[src/rtl/face_box_sched.sv]
// face_box_sched: collects one box per detector half after each frame
// and publishes validated boxes to the overlay with per-slot hold-off.
module face_box_sched #(
  parameter int COL         = 1280,
  parameter int ROW         = 720,
  parameter int TIMEOUT     = 64,
  parameter int HOLD_FRAMES = 3
) (
  input  logic         video_pclk,
  input  logic         rst,
  input  logic         frame_end,
  input  logic [1:0]   req,
  input  logic [1:0]   req_hit,
  input  logic [127:0] req_box,
  output logic [1:0]   ack,
  output logic [1:0]   box_valid,
  output logic [127:0] box,
  output logic         busy,
  output logic [7:0]   overrun_cnt
);
  localparam int TW = $clog2(TIMEOUT) + 1;
  localparam logic [TW-1:0] TLAST = TW'(TIMEOUT - 1);
  localparam logic [31:0] COL_U = 32'(COL);
  localparam logic [31:0] ROW_U = 32'(ROW);
  localparam logic [7:0] HOLD_U = 8'(HOLD_FRAMES);

  typedef enum logic [1:0] {
    IDLE,
    COLLECT,
    COMMIT
  } state_t;

  state_t            state_q, state_d;
  logic              rr_q, rr_d;
  logic [1:0]        got_q, got_d;
  logic [1:0]        stg_hit_q, stg_hit_d;
  logic [1:0]        ack_q, ack_d;
  logic [1:0]        vld_q, vld_d;
  logic [TW-1:0]     tcnt_q, tcnt_d;
  logic [1:0][63:0]  stg_q, stg_d;
  logic [1:0][63:0]  box_q, box_d;
  logic [1:0][7:0]   miss_q, miss_d;
  logic [7:0]        ovr_q, ovr_d;
  logic [1:0][63:0]  rbox;
  logic [1:0]        elig;
  logic              gi;

  assign rbox = req_box;
  assign elig = req & ~got_q;
  // With both eligible rr picks; otherwise the lone eligible one wins.
  assign gi = (elig == 2'b11) ? rr_q : elig[1];

  // {up, down, left, right}
  function automatic logic geom_ok(input logic [63:0] b);
    return (b[63:48] <= b[47:32]) &&
           (b[31:16] <= b[15:0]) &&
           (32'(b[47:32]) < ROW_U) &&
           (32'(b[15:0]) < COL_U);
  endfunction

  always_comb begin
    state_d   = state_q;
    rr_d      = rr_q;
    got_d     = got_q;
    stg_hit_d = stg_hit_q;
    ack_d     = '0;
    vld_d     = vld_q;
    tcnt_d    = tcnt_q;
    stg_d     = stg_q;
    box_d     = box_q;
    miss_d    = miss_q;
    ovr_d     = ovr_q;
    if (frame_end && state_q != IDLE && ovr_q != 8'hff)
      ovr_d = ovr_q + 8'd1;
    unique case (state_q)
      IDLE: begin
        if (frame_end) begin
          state_d   = COLLECT;
          got_d     = '0;
          tcnt_d    = '0;
          stg_hit_d = '0;
        end
      end
      COLLECT: begin
        tcnt_d = tcnt_q + TW'(1);
        if (elig != 2'b00) begin
          ack_d[gi]     = 1'b1;
          stg_d[gi]     = rbox[gi];
          stg_hit_d[gi] = req_hit[gi];
          got_d[gi]     = 1'b1;
          rr_d          = ~gi;
        end
        if (got_q == 2'b11 || tcnt_q == TLAST)
          state_d = COMMIT;
      end
      COMMIT: begin
        for (int i = 0; i < 2; i++) begin
          if (got_q[i] && stg_hit_q[i] && geom_ok(stg_q[i])) begin
            box_d[i]  = stg_q[i];
            vld_d[i]  = 1'b1;
            miss_d[i] = 8'd0;
          end else if (miss_q[i] >= HOLD_U) begin
            vld_d[i] = 1'b0;
          end else if (miss_q[i] != 8'hff) begin
            miss_d[i] = miss_q[i] + 8'd1;
          end
        end
        state_d = IDLE;
      end
      default: state_d = IDLE;
    endcase
  end

  always_ff @(posedge video_pclk or posedge rst) begin
    if (rst) begin
      state_q   <= IDLE;
      rr_q      <= 1'b0;
      got_q     <= '0;
      stg_hit_q <= '0;
      ack_q     <= '0;
      vld_q     <= '0;
      tcnt_q    <= '0;
      stg_q     <= '0;
      box_q     <= '0;
      miss_q    <= '0;
      ovr_q     <= '0;
    end else begin
      state_q   <= state_d;
      rr_q      <= rr_d;
      got_q     <= got_d;
      stg_hit_q <= stg_hit_d;
      ack_q     <= ack_d;
      vld_q     <= vld_d;
      tcnt_q    <= tcnt_d;
      stg_q     <= stg_d;
      box_q     <= box_d;
      miss_q    <= miss_d;
      ovr_q     <= ovr_d;
    end
  end

  assign ack         = ack_q;
  assign box_valid   = vld_q;
  assign box         = box_q;
  assign busy        = (state_q != IDLE);
  assign overrun_cnt = ovr_q;

endmodule

[config.mk]
export PLATFORM = sky130hd
export DESIGN_NAME = face_box_sched
export DESIGN_NICKNAME = d
export VERILOG_FILES = /design/src/rtl/face_box_sched.sv
export SDC_FILE = /design/constraint.sdc
export NUM_CORES = 1
export LEC_CHECK = 0
export BUFFER_PORTS_ARGS = -buffer_cell sky130_fd_sc_hd__buf_2
export CELL_PAD_IN_SITES_DETAIL_PLACEMENT = 1
export CELL_PAD_IN_SITES_GLOBAL_PLACEMENT = 1
export CORE_MARGIN = 2
export CORE_UTILIZATION = 43
export DETAILED_ROUTE_END_ITERATION = 10
export HOLD_SLACK_MARGIN = 0.06
export PLACE_DENSITY_LB_ADDON = 0.1
export SETUP_SLACK_MARGIN = 0.05
export SYNTH_ARGS = -nofsm -noshare
export SYNTH_HDL_FRONTEND = slang
export SYNTH_SLANG_ARGS = --single-unit
export TNS_END_PERCENT = 20
[constraint.sdc]
create_clock -name video_pclk -period 11.2 [get_ports video_pclk]
set_input_delay 1.68 -clock video_pclk [delete_from_list [all_inputs] [get_ports video_pclk]]
set_output_delay 1.68 -clock video_pclk [all_outputs]
set_load 0.01 [all_outputs]
==> impl_results.md <==
- Status: finished clean
- Hold path startpoint: miss_q[3]
- CP cell instances: buf_2, inv_8, buf_4, buf_4
- Die height: 177 um
- Clock tree buffer depth: 3
- Worst slew pin tran: 944 ps
- Starting Density: 43.5%
- Busiest grt layer: met2
- Power density cells: 240 nW/um^2
- H-tree Lvls: 2
- Die area: 31200 sq um
- Starting DRT DRC Count: ~340
- R2R cell count: 8
- Worst reg2reg endpoint: box[10]
- I/O pin cnt: 276
- YS warnings: 0
- Area Growth Syn to Fin: 23.1%
- DR WL/cell: 17.9 um
- Drc violations: 0
- CTS tree: done
- Vias: 8796
- Layout Cells excl Fill: 1764
- Dpl cells: 1700
- Final Setup Violations: 0
- Clk sink count: a little under 300
- Top_reg_cell synth: dfrtp_1
- Hold Path End: miss_q[3]
- Leak Pwr: 8.52 nW
- Unique masters post-synth: 43
- Fin Setup TNS: 0 ps
- Post-route clock period utilization: 32.1%
- GR Util met1: between 20% and 30%
- Fin crit period: 3600 ps
- Largest net degree at the start of global routing: 106
- Dpl hpwl: 22.5 mm
- Grt met2 use: 34.9%
- Layout cells sized above 1: 35.0%
- Crit Path Class: input pin to async pin
- Count leader, synth: dfrtp_1
- Synth Cell Area: about 13000 sq um
- Critical-path top delay cell: buf_4
- Port-buffer cells: 275
- Max-slew violations: 0
- CP required: about 12000 ps
- HP Class: flip-flop to flip-flop
- Antenna violations before repair: 8
- DRT antenna net count: 0
- RSZ-0062 raised after global routing: false
- # resized after CTS: 0
- Sequential fraction of the synthesis area: 58.1%
- Highest clock rate: roughly 280 MHz
- Routed wire length: 31.6 mm
- Setup Skew: 10.4 ps
- Rows: 63
- Startpoint types: input pin
- EDFF count, synth: 0
- Post-Place Cell Area: 14600 sq um
- TritonRoute pass-1 iters: 5
- Biggest area consumer among synthesized cells: dfrtp_1
- Worst R2R Setup Slack: 7860 ps
- M3 GR Usage: approximately 5.5%
- Hold Buf Count CTS: 0
- Setup repair bufs after CTS: 0
- Kind of cell adding the most delay to the critical path: buffers and inverters
- Final #Nets: approximately 1500
- Total core area: 29500 sq um
- First-pass GRT wire length: 50.7 mm
- Top cell type's share of synthesized area: slightly below 60%
- Final instance area: 15800 sq um
- Die X-Extent: around 180 um
- Vias in the first global route: 9481
- Worst slew margin: approximately 37%
- CP arrival: 4090 ps
- Total gr overflow: 0
- Global-route usage over all layers: about a fifth
- #FFs+latches synth: slightly below 300
- Max incr delay on CP: 840 ps
- Buf+Inv Stages, Crit Path: 4
- Synth async-reset ratio: 100%
- Top post-synthesis cells by count: dfrtp_1 (298), nand2_1 (192), mux2_2 (89), o21ai_0 (83), ha_1 (68)
- Average cell area after synthesis: 12.0 sq um
- CP endpoint kind: async pin
- Fin. Hold Viols: 0
- Num CTS Buffers: 34
- Mapped Cells: 1069
- Top cells by area, synth: dfrtp_1 (58%), mux2_2 (7.8%), ha_1 (6.6%), mux2_4 (5.8%), nand2_1 (5.6%)
- Max Cap Viol: 0
- Peak supply drop: roughly 140 uV
- CTS root buf: clkbuf_16
- Syn nets: 1272
- Hold Path Depth: 1
- CP Max Fanout: 105
- GPL Wtd Cong: 0.767
- Most used cell, CP: buf_4
- RR Startpoint: stg_q[61]
- Vias/cell: 4.99
- Worst skew pair latency: 500 ps
- Reg clk slew, reported paths: 50 ps
## metrics by stage
stage | total power, mW | hold WS (ps) | utilization (%) | setup slack (ps)
finish | 3.79 | 476 | 53.6 | 7600
global route | 4.08 | 498 | 53.6 | 7180
CTS | 3.85 | 484 | 53.6 | 7440
detailed placement | 2.65 | 466 | 49.5 | 6900
global placement | 2.58 | 461 | 49.5 | 6920
floorplan | 2.28 | 444 | - | 1290
## sequential cells by signal, indices dropped and copies added (netlist names)
| name | cells |
|---|---|
| box | 128 |
| stg_q | 128 |
| miss_q | 16 |
| overrun_cnt | 8 |
| tcnt_q | 7 |
| ack | 2 |
| box_valid | 2 |
| got_q | 2 |
| state_q | 2 |
| stg_hit_q | 2 |
| rr_q | 1 |
## logic make-up after synthesis
group                    synth area share (%)
multiplexers                             13.7
XOR/XNOR                                0.751
adder cells (fa/ha/maj)                  6.63
AND/OR/NAND/NOR                          11.0
flip-flops                               58.1
AO/OA/AOI/OAI                            6.29
buffers and inverters                    3.60
## worst max path at each step
stage | from | to | slack [ps] | depth (start not counted)
after floorplan | rst | ack[0] | 1290 | 1
after global placement | rst | box[4] | 6920 | 4
after detailed placement | rst | box[6] | 6900 | 4
after CTS | rst | box[17] | 7440 | 4
after global routing | rst | box[17] | 7180 | 4
final | rst | box[17] | 7600 | 4
## power breakdown
part           leakage, nW  switching [mW]  internal [mW]
logic                 4.04           0.617          0.446
registers             3.90           0.207           1.35
clock network        0.577           0.436          0.734
total                 8.52            1.26           2.53
## metal layers
metal	vias up	wire (um)
met5	-	74
met4	12	578
met3	55	1990
met2	198	15400
met1	4340	13600
li1	4191	-
## cells in the final DEF, fill, tap and decap left out, drive strengths merged, types with 5 or more instances in the layout
cell | Yosys | layout
and2 | 38 | 38
nand3 | 15 | 15
a21oi | 26 | 26
dfrtp | 298 | 298
mux2 | 139 | 139
inv | 68 | 69
buf | 14 | 283
a21o | 6 | 6
o21ai | 83 | 83
nor4 | 7 | 7
xnor2 | 9 | 9
clkbuf | 28 | 50
nor2b | 7 | 7
ha | 68 | 68
and3 | 5 | 5
nand2 | 192 | 192
nand4 | 18 | 18
## layout make-up
type	instances	area [sq um]
timing repair buffer	283	1440
clock inverter	10	161
inverter	68	263
antenna	4	10.0
multi-input combinational	661	4950
tap	390	488
sequential	298	7460
clock buffer	50	1030
fill	3179	13700
No activity file was read; power rests on OpenSTA's default activity.
